--- config.mk ---
export PLATFORM = sky130hd
export DESIGN_NAME = writeback_arbiter
export DESIGN_NICKNAME = d
export VERILOG_FILES = /design/src/rtl/writeback_arbiter_pkg.sv /design/src/rtl/writeback_arbiter_wb_channel_fifo.sv /design/src/rtl/writeback_arbiter.sv
export SDC_FILE = /design/constraint.sdc
export NUM_CORES = 1
export LEC_CHECK = 0
export CORE_ASPECT_RATIO = 1.2
export CORE_MARGIN = 8
export CORE_UTILIZATION = 53
export DETAILED_ROUTE_END_ITERATION = 8
export GPL_ROUTABILITY_DRIVEN = 0
export PLACE_DENSITY = 0.82
export SLEW_MARGIN = 5
export SYNTH_ARGS = -nofsm -noshare
export SYNTH_HDL_FRONTEND = slang
export SYNTH_HIERARCHICAL = 1
export SYNTH_SLANG_ARGS = --single-unit
--- constraint.sdc ---
create_clock -name clk -period 6.68 [get_ports clk]
set_input_delay 0.668 -clock clk [delete_from_list [all_inputs] [get_ports clk]]
set_output_delay 0.668 -clock clk [all_outputs]
set_load 0.02 [all_outputs]
--- src/rtl/writeback_arbiter_pkg.sv ---
// Shared constants and helpers for the writeback arbiter and its producers.
// FIFO entry layout is {dest, result}; the special flag is consumed by the write rule at enqueue.
package writeback_arbiter_pkg;

  localparam logic TRUE   = 1'b1;
  localparam logic FALSE  = 1'b0;
  localparam int   X0_IDX = 0;

  // x0 is only writable as the special register; ordinary writes to x0 are discarded.
  function automatic logic wb_write_qualify(input logic is_special, input logic dest_is_x0);
    return (is_special && dest_is_x0) || (!is_special && !dest_is_x0);
  endfunction

  function automatic int wb_entry_w(input int reg_aw, input int data_w);
    return reg_aw + data_w;
  endfunction

endpackage

--- src/rtl/writeback_arbiter_wb_channel_fifo.sv ---
// Per-channel result FIFO: power-of-two depth, registered occupancy, synchronous flush.
module wb_channel_fifo #(
  parameter int DEPTH = 2,
  parameter int W     = 37
) (
  input  logic         clk,
  input  logic         rst_n,
  input  logic         flush_i,
  input  logic         push_i,
  input  logic         pop_i,
  input  logic [W-1:0] din_i,
  output logic [W-1:0] dout_o,
  output logic         full_o,
  output logic         empty_o
);

  localparam int PW = $clog2(DEPTH);

  logic [W-1:0]  mem_q [DEPTH];
  logic [PW-1:0] wr_q, wr_d;
  logic [PW-1:0] rd_q, rd_d;
  logic [PW:0]   cnt_q, cnt_d;
  logic          do_push;
  logic          do_pop;

  assign full_o  = (cnt_q == (PW+1)'(DEPTH));
  assign empty_o = (cnt_q == '0);
  assign do_push = push_i && !full_o && !flush_i;
  assign do_pop  = pop_i && !empty_o && !flush_i;
  assign dout_o  = mem_q[rd_q];

  // Pointers wrap naturally because DEPTH is a power of two.
  always_comb begin
    wr_d  = wr_q;
    rd_d  = rd_q;
    cnt_d = cnt_q;
    if (flush_i) begin
      wr_d  = '0;
      rd_d  = '0;
      cnt_d = '0;
    end else begin
      if (do_push) wr_d = wr_q + PW'(1);
      if (do_pop)  rd_d = rd_q + PW'(1);
      case ({do_push, do_pop})
        2'b10:   cnt_d = cnt_q + (PW+1)'(1);
        2'b01:   cnt_d = cnt_q - (PW+1)'(1);
        default: cnt_d = cnt_q;
      endcase
    end
  end

  always_ff @(posedge clk or negedge rst_n) begin
    if (!rst_n) begin
      wr_q  <= '0;
      rd_q  <= '0;
      cnt_q <= '0;
    end else begin
      wr_q  <= wr_d;
      rd_q  <= rd_d;
      cnt_q <= cnt_d;
    end
  end

  always_ff @(posedge clk) begin
    if (do_push) mem_q[wr_q] <= din_i;
  end

endmodule

--- src/rtl/writeback_arbiter.sv ---
// Round-robin writeback arbiter: NUM_CH buffered producer channels onto regfile write port D.
// Optional decode bypass outputs are enabled by defining WB_BYPASS_EN.
module writeback_arbiter
  import writeback_arbiter_pkg::*;
#(
  parameter int NUM_CH = 2,
  parameter int DEPTH  = 2,
  parameter int DATA_W = 32,
  parameter int REG_AW = 5
) (
  input  logic                     clk,
  input  logic                     reset,
  input  logic                     enable,
  input  logic                     flush,
  input  logic [NUM_CH-1:0]        ch_valid,
  output logic [NUM_CH-1:0]        ch_ready,
  input  logic [NUM_CH-1:0]        ch_is_dest_special,
  input  logic [NUM_CH*REG_AW-1:0] ch_dest_register,
  input  logic [NUM_CH*DATA_W-1:0] ch_result,
`ifdef WB_BYPASS_EN
  output logic                     bypass_valid,
  output logic [REG_AW-1:0]        bypass_key,
  output logic [DATA_W-1:0]        bypass_value,
`endif
  output logic                     portD_enable,
  output logic [REG_AW-1:0]        portD_key,
  output logic [DATA_W-1:0]        portD_value
);

  localparam int ENTRY_W = wb_entry_w(REG_AW, DATA_W);
  localparam int RR_W    = (NUM_CH > 1) ? $clog2(NUM_CH) : 1;

  logic [NUM_CH-1:0]  full;
  logic [NUM_CH-1:0]  empty;
  logic [NUM_CH-1:0]  push;
  logic [NUM_CH-1:0]  pop;
  logic [ENTRY_W-1:0] head [NUM_CH];

  logic               grant;
  logic [RR_W-1:0]    gidx;
  logic [RR_W-1:0]    cidx;
  logic [RR_W-1:0]    rr_q, rr_d;
  logic               en_q;
  logic [REG_AW-1:0]  key_q;
  logic [DATA_W-1:0]  val_q;

  // Non-qualifying results still complete the handshake; they are just never stored.
  for (genvar i = 0; i < NUM_CH; i++) begin : g_ch
    logic [REG_AW-1:0] dest;
    assign dest    = ch_dest_register[i*REG_AW +: REG_AW];
    assign push[i] = ch_valid[i] && !full[i] &&
                     wb_write_qualify(ch_is_dest_special[i], dest == REG_AW'(X0_IDX));

    wb_channel_fifo #(
      .DEPTH (DEPTH),
      .W     (ENTRY_W)
    ) u_fifo (
      .clk     (clk),
      .rst_n   (reset),
      .flush_i (flush),
      .push_i  (push[i]),
      .pop_i   (pop[i]),
      .din_i   ({dest, ch_result[i*DATA_W +: DATA_W]}),
      .dout_o  (head[i]),
      .full_o  (full[i]),
      .empty_o (empty[i])
    );
  end

  assign ch_ready = ~full;

  always_comb begin
    grant = FALSE;
    gidx  = '0;
    cidx  = '0;
    pop   = '0;
    rr_d  = rr_q;
    if (enable && !flush) begin
      for (int k = 0; k < NUM_CH; k++) begin
        cidx = RR_W'((int'(rr_q) + k) % NUM_CH);
        if (!grant && !empty[cidx]) begin
          grant = TRUE;
          gidx  = cidx;
        end
      end
    end
    if (grant) begin
      pop[gidx] = TRUE;
      rr_d      = (int'(gidx) == NUM_CH - 1) ? '0 : gidx + RR_W'(1);
    end
    if (flush) rr_d = '0;
  end

  always_ff @(posedge clk or negedge reset) begin
    if (!reset) begin
      rr_q  <= '0;
      en_q  <= FALSE;
      key_q <= '0;
      val_q <= '0;
    end else begin
      rr_q <= rr_d;
      en_q <= grant;
      if (grant) {key_q, val_q} <= head[gidx];
    end
  end

  assign portD_enable = en_q;
  assign portD_key    = key_q;
  assign portD_value  = val_q;

`ifdef WB_BYPASS_EN
  // Same entry the regfile commits on the next edge, visible to decode this cycle.
  assign bypass_valid = grant;
  assign {bypass_key, bypass_value} = head[gidx];
`endif

endmodule

Word-level counts from Yosys, hierarchy flattened

Memory sizes are Yosys's and may differ from the RTL's.
Cells that the tools add are included.

Bits in registers: 47
RAM bits: 148
Input port bits: 82
Output and inout bits: 40
Logic and storage cells: 114
Memories kept: 2

Memories:

| name                 | words | bits a word | read ports | clocked after memory_dff | write ports | RTL line                                | source |
|---|---|---|---|---|---|---|---|
| g_ch[0].u_fifo.mem_q | 2     | 37          | 1          | 0                        | 1           | writeback_arbiter_wb_channel_fifo.sv:19 | `logic [W-1:0] mem_q [DEPTH];` |
| g_ch[1].u_fifo.mem_q | 2     | 37          | 1          | 0                        | 1           | writeback_arbiter_wb_channel_fifo.sv:19 |  |

Add/sub/neg operators: 10
$lt $le $gt $ge: 5
Equal/unequal tests: 6
Multiplexer cells: 36
Bitwise gates (word level): 2
Reduce and logical (&&, ||, !) cells: 43

Operator list:

| operator            | number |
|---|---|
| $mux 37             | 3 |
| $mux 1              | 27 |
| $logic_and 1x1->1   | 19 |
| $logic_not 1->1     | 11 |
| $logic_not 5->1     | 2 |
| $reduce_bool 2->1   | 5 |
| $eq 2x2->1 const B  | 4 |
| $pmux 2 s2          | 2 |
| $add 1x1->1 const B | 6 |
| $lt 1x2->1 const B  | 3 |
| $mux 2              | 3 |
| $reduce_bool 3->1   | 2 |
| $add 2x1->2 const B | 2 |
| $eq 2x1->1 const B  | 2 |
| $logic_not 2->1     | 2 |
| $sub 2x1->2 const B | 2 |
| $ge 2x2->1 const B  | 1 |
| $logic_or 1x1->1    | 2 |
| $not 1->2           | 1 |
| $not 2->2           | 1 |
| $demux 1 s1         | 1 |
| $ge 1x1->1 const B  | 1 |

Longest topological paths before layout

Word-level depth: 19
Gate-level depth with buffers: 7
Mapped depth without buffers: 6

Hierarchy

Netlist, hierarchy kept.

Modules (own cells, without submodules):

| module                           | times used | cells each | area an instance (um^2) | sequential area each (um^2) |
|---|---|---|---|---|
| wb_channel_fifo (g_ch[1].u_fifo) | 1          | 141        | 2896.5                  | 2322.2 |
| wb_channel_fifo (g_ch[0].u_fifo) | 1          | 140        | 2879.0                  | 2322.2 |
| writeback_arbiter                | 1          | 151        | 1884.3                  | 975.9 |

Worst setup path before layout

OpenSTA, ideal clock, no wires.

Path kind: input port to flip-flop
Start: input port ch_dest_register[1]
End: memory g_ch[0].u_fifo.mem_q[1][0], enable pin
Library setup time: 0.485 ns
Data arrival time: 4.583 ns
Slack: 1.612 ns
Stages on the path: 5
Path buffers: 0
Cell sequence: nor3_1 > a21boi_0 > nor4b_1 > nand2b_1 > nor3b_1

Cells in the longest elaborated chain, start to end: 9
Elaborated cells between the ends (all ways): 10
Those cells by class: mux (2); reduce/logical (8)

RTL lines:

| element                            | RTL line                                | source |
|---|---|---|
| start: declaration                 | writeback_arbiter.sv:18                 | `input logic [NUM_CH*REG_AW-1:0] ch_dest_register,` |
| $logic_not 5->1 (*)                | writeback_arbiter.sv:52                 | `wb_write_qualify(ch_is_dest_special[i], dest == REG_AW'(X0_IDX));` |
| $logic_not 1->1                    | writeback_arbiter_pkg.sv:11             | `return (is_special && dest_is_x0) \|\| (!is_special && !dest_is_x0);` |
| $logic_and 1x1->1                  | writeback_arbiter_pkg.sv:11             |  |
| $logic_or 1x1->1 (*)               | writeback_arbiter_pkg.sv:11             |  |
| $logic_and 1x1->1 (*)              | writeback_arbiter.sv:51                 | `assign push[i] = ch_valid[i] && !full[i] &&` |
| via push[0]                        | writeback_arbiter.sv:35                 | `logic [NUM_CH-1:0] push;` |
| $logic_and 1x1->1 (*) (2 in a row) | writeback_arbiter_wb_channel_fifo.sv:28 | `assign do_push = push_i && !full_o && !flush_i;` |
| $mux 1 (*)                         | writeback_arbiter_wb_channel_fifo.sv:65 | `if (do_push) mem_q[wr_q] <= din_i;` |
| $mux 1 (implied by the code) (*)   | writeback_arbiter_wb_channel_fifo.sv:65 |  |
| end: declaration                   | writeback_arbiter_wb_channel_fifo.sv:19 |  |

Mark *: on every way through the listed nets, which the timed path passes. The rest lies on a longest branch.

Worst setup path in the final report

Start: input port ch_dest_register[9]
End: memory g_ch[1].u_fifo.mem_q[1][3], enable pin

Cells in the longest elaborated chain, start to end: 9
Elaborated cells between the ends (all ways): 10
Those cells by class: mux (2); reduce/logical (8)

RTL lines:

| element                            | RTL line |
|---|---|
| $logic_not 5->1 (*)                | writeback_arbiter.sv:52 |
| $logic_not 1->1                    | writeback_arbiter_pkg.sv:11 |
| $logic_and 1x1->1                  | writeback_arbiter_pkg.sv:11 |
| $logic_or 1x1->1 (*)               | writeback_arbiter_pkg.sv:11 |
| $logic_and 1x1->1 (*)              | writeback_arbiter.sv:51 |
| via push[1]                        | writeback_arbiter.sv:35 |
| $logic_and 1x1->1 (*) (2 in a row) | writeback_arbiter_wb_channel_fifo.sv:28 |
| $mux 1 (*)                         | writeback_arbiter_wb_channel_fifo.sv:65 |
| $mux 1 (implied by the code) (*)   | writeback_arbiter_wb_channel_fifo.sv:65 |
| end: declaration                   | writeback_arbiter_wb_channel_fifo.sv:19 |

Marks and branches as above.

==> flow_metrics.py <==
metrics = {
    "power_and_ir_drop": {
        "power_frac_seq": 0.490,
        "power_report.internal_total_w": 0.00226,
        "portion_of_total_power_attributed_to_the_clock_network": 0.321,
        "power_switching_share": 0.254,
        "power_density_nw_per_um2": 315,
        "p_total_w": 0.00303,
        "power.combinational.fraction": 0.190,
        "cellLeakagePower_nw": 3.35,
        "power.ir.vdd_worst_mv": 0.228,
        "power.switching_w": 0.000769,
    },
    "worst_setup_path": {
        "critical_path_required_ns": 6.76,
        "timing.rr.end": "g_ch[1].u_fifo/mem_q[1][3]$_DFFE_PP_",
        "critical_path_buf_inv_count": 2,
        "arrival_worst_endpoint_ns": 3.95,
        "worstPathMaxFanout": 27,
        "timing.critical_path.slowest_cell_delay_ns": 0.91,
        "timing.critical_path.cells": "clkdlybuf4s50_1 -> nor2_1 -> a21boi_0 -> nor4b_1 -> nand2_1 -> nor3b_2 -> buf_4",
        "worst-r2r-setup-slack_ns": 3.18,
        "critical_path_class": "in -> reg",
        "reg2reg_from": "g_ch[1].u_fifo/cnt_q[0]$_DFFE_PN0P_",
        "critical_path.startpoint_type": "input port",
        "path_delay_family": "simple AND/OR/NAND/NOR gates",
        "crit_path_top_delay_cell": "nor4b_1",
        "type_of_element_capturing_the_critical_path": "flip-flop",
        "rr_worst_depth": 6,
        "critical_path_depth": 7,
    },
    "floorplan": {
        "io-pin-count": 122,
        "dieWidth_um": 126,
        "rows": 48,
        "die_h_um": 148,
        "fp.coreArea_um2": 14200,
        "fp.dieArea_um2": 18600,
        "initial_core_util": 0.538,
    },
    "timing": {
        "setup_violations": 0,
        "final.period_utilization": 0.579,
        "clock_skew_ns": 0.00981,
        "timing.final.max_slew_violations": 0,
        "rsz0062_at_grt": "no",
        "timing.max_slew.rel_slack": 0.278,
        "worst_slew_pin_slew_ns": 1.07,
        "finalHoldViolCount": 0,
        "max_freq_mhz": 258,
        "period_minus_slack_ns": 3.87,
        "setup_total_negative_slack_ns": 0,
        "hold-worst-slack_ns": 0.365,
        "setup_ws_ns": 2.81,
    },
    "synthesis": {
        "synth_adder_area_share": 0,
        "yosys_warnings": 6,
        "yosysSeqAreaShare": 0.734,
        "synth.mux.area_fraction": 0.110,
        "synthesized_area_fraction_occupied_by_ao_oa_aoi_and_oai_cells": 0.0990,
        "synthesized_flop_and_latch_total": 195,
        "postSynthAreaPerCell_um2": 17.7,
        "post_synth_xor_area_fraction": 0.00229,
        "syn-instance-count": 432,
        "number_of_distinct_library_cells_after_synthesis": 40,
        "post_synth_and_or_nand_nor_area_fraction": 0.0319,
        "combinational_family_with_the_most_area_after_synthesis": "multiplexers",
        "synth.net_count": 514,
        "post_synth_instance_area_um2": 7660,
    },
    "clock_network": {
        "cts.path.max_buffers": 2,
        "post_cts_buffers": 0,
        "clock_buffer_count_from_cts": 17,
        "cts_num_sinks": 195,
        "post_cts.resized_instances": 0,
        "cts_tree": "built",
        "clk_pin_slew_worst_paths_ns": 0.06,
        "cts_hold_buffers": 0,
        "htree_num_levels": 4,
        "cts-root-buf": "clkbuf_16",
        "clock_latency_ns": 0.43,
    },
    "drt": {
        "finalWirelength_um": 17200,
        "vias": 4445,
        "detailedRoute.firstIterationViolations": 361,
        "drt-vias-per-instance": 5.95,
        "route.detailed.wl_per_inst_um": 23.1,
        "antenna_left": 0,
        "first_pass_iters": 4,
        "drc": 0,
    },
    "placement": {
        "place.detailed.hpwl_um": 11000,
        "dp_slack_ns": 2.39,
        "io_buffers": 121,
    },
    "global_route": {
        "grt_pass1_wl_um": 26900,
        "grt_antenna_before_repair": 0,
        "pin_count_of_the_biggest_net_entering_global_routing": 48,
        "first_global_vias": 4789,
        "gr-usage-all-layers": 0.191,
        "globalRoute.totalOverflow": 0,
    },
    "final_layout": {
        "fraction_of_final_layout_cells_sized_beyond_drive_strength_1": 0.219,
        "fillCellCount": 937,
        "count_of_inserted_antenna_diode_cells": 0,
        "final_nets": 641,
        "syn2layout_area_growth_pct": 25.5,
    },
    "run": {
        "drv_cap": 0,
    },
    "run_status": {
        "outcome": "finished clean",
    },
    "hold_path": {
        "holdCritPathClass": "in -> async",
    },
}
final cells by class:
type | instances | area (um2) | share of cell area
clock buffers | 17 | 425 | 0.0443
clock inverters | 15 | 143 | 0.0148
inverters | 5 | 18.8 | 0.00195
multi-input cells | 208 | 1900 | 0.197
flip-flops and latches | 195 | 5620 | 0.585
well taps | 175 | 219 | 0.0228
repair buffers | 132 | 1290 | 0.134
cells in the mapped netlist:
| master | count | share of area |
|---|---|---|
| nand3_1 | 1 | 0.00065 |
| nor2_1 | 8 | 0.0039 |
| a31oi_1 | 1 | 0.00082 |
| or3_1 | 2 | 0.0016 |
| nand3b_1 | 2 | 0.0020 |
| buf_2 | 11 | 0.0072 |
| a21o_2 | 1 | 0.0011 |
| a21boi_0 | 37 | 0.036 |
| a221o_1 | 37 | 0.048 |
| nand2b_2 | 1 | 0.0011 |
| nor2b_1 | 1 | 0.00082 |
| nor4b_1 | 2 | 0.0023 |
| nand2b_1 | 1 | 0.00082 |
| a21oi_1 | 8 | 0.0052 |
| and3b_1 | 2 | 0.0023 |
| buf_4 | 6 | 0.0059 |
| or4b_1 | 1 | 0.0013 |
| and2b_1 | 1 | 0.00098 |
| edfxtp_1 | 148 | 0.58 |
| inv_2 | 2 | 0.00098 |
| mux2_1 | 4 | 0.0059 |
| xor2_1 | 2 | 0.0023 |
| nor3_1 | 5 | 0.0033 |
| o211ai_1 | 1 | 0.00098 |
| buf_6 | 4 | 0.0059 |
| or2_1 | 1 | 0.00082 |
| nand2_1 | 3 | 0.0015 |
| nor3b_1 | 3 | 0.0029 |
| o21ai_0 | 5 | 0.0033 |
| clkbuf_2 | 1 | 0.00065 |
| nor3_2 | 2 | 0.0026 |
| inv_1 | 3 | 0.0015 |
| a22oi_1 | 1 | 0.00098 |
| mux2i_1 | 1 | 0.0013 |
| a21boi_1 | 2 | 0.0020 |
| nor2b_2 | 1 | 0.0011 |
| mux2_2 | 70 | 0.10 |
| nand2b_4 | 1 | 0.0018 |
| clkbuf_1 | 2 | 0.00098 |
| dfrtp_1 | 47 | 0.15 |
state kept, by name (all words and copies together) (netlist names):
register and cells:
portD_enable 1, g_ch.u_fifo/mem_q 148, g_ch.u_fifo/rd_q 2, rr_q 1, g_ch.u_fifo/wr_q 2, g_ch.u_fifo/cnt_q 4, portD_value 32, portD_key 5
layout by cell type (no fill, tap or decap), drive strengths merged:
cell | Yosys | routed
edfxtp | 148 | 148
clkdlybuf4s50 | 0 | 120
mux2 | 74 | 74
dfrtp | 47 | 47
a21boi | 39 | 39
a221o | 37 | 37
clkbuf | 3 | 17
buf | 21 | 12
clkinv | 0 | 9
a21oi | 8 | 8
nor2 | 8 | 8
nor3 | 7 | 7
o21ai | 5 | 5
inv | 5 | 5
clkinvlp | 0 | 4
nand2 | 3 | 3
nor3b | 3 | 3
nand2b | 3 | 3
and3b | 2 | 2
nor4b | 2 | 2
bufinv | 0 | 2
or3 | 2 | 2
xor2 | 2 | 2
nand3b | 2 | 2
nor2b | 2 | 2
and2b | 1 | 1
a22oi | 1 | 1
or4b | 1 | 1
nand3 | 1 | 1
a31oi | 1 | 1
mux2i | 1 | 1
or2 | 1 | 1
o211ai | 1 | 1
a21o | 1 | 1
how the worst max path moves through the flow:
stage / end / from / slack [ns]
6_report: g_ch[1].u_fifo/mem_q[1][3]$_DFFE_PP_ / ch_dest_register[9] / 2.81
5_1_grt: g_ch[1].u_fifo/mem_q[1][3]$_DFFE_PP_ / ch_dest_register[6] / 2.59
4_1_cts: g_ch[1].u_fifo/mem_q[1][3]$_DFFE_PP_ / ch_dest_register[9] / 2.82
3_5_place_dp: g_ch[1].u_fifo/mem_q[1][6]$_DFFE_PP_ / ch_dest_register[9] / 2.39
2_1_floorplan: g_ch[0].u_fifo/mem_q[1][0]$_DFFE_PP_ / ch_dest_register[1] / 1.61
3_3_place_gp: g_ch[1].u_fifo/mem_q[1][35]$_DFFE_PP_ / ch_dest_register[9] / 2.45
cell families after synthesis:
kind of cell	count (synthesis)
simple gates	38
flops	195
compound gates	93
xor+xnor	2
buf+inv	29
mux	75
power by group through the flow:
stage / clock [W] / combinational (W) / sequential, W
global placement: 0 / 0.000560 / 0.00151
CTS: 0.000988 / 0.000582 / 0.00149
finish: 0.000972 / 0.000575 / 0.00149
global route: 0.00103 / 0.000613 / 0.00150
floorplan: 0 / 0.000180 / 0.00159
detailed placement: 0 / 0.000577 / 0.00151
worst register-to-register path, delay by kind of cell, from the launching register on:
| family | cells | cell delay, ns |
|---|---|---|
| buffers and inverters | 2 | 0.57 |
| AND/OR/NAND/NOR | 4 | 2.12 |
| flip-flops | 1 | 0.44 |
metrics by stage:
stage | cells | instance area (um2) | utilization
final | 747 | 9610 | 0.675
after global routing | 747 | 9610 | 0.675
after CTS | 747 | 9610 | 0.675
after detailed placement | 715 | 9040 | 0.635
after global placement | 715 | 9040 | 0.635
after floorplan | 432 | 7660 | -
per-layer routing:
layer	routed length (um)	vias up	track usage
li1	-	1969	-
met1	7260	2290	0.234
met2	8460	161	0.312
met3	1170	25	0.0577
met4	352	0	0.0784
met5	0	-	0
(Power assumes the default switching activity.)
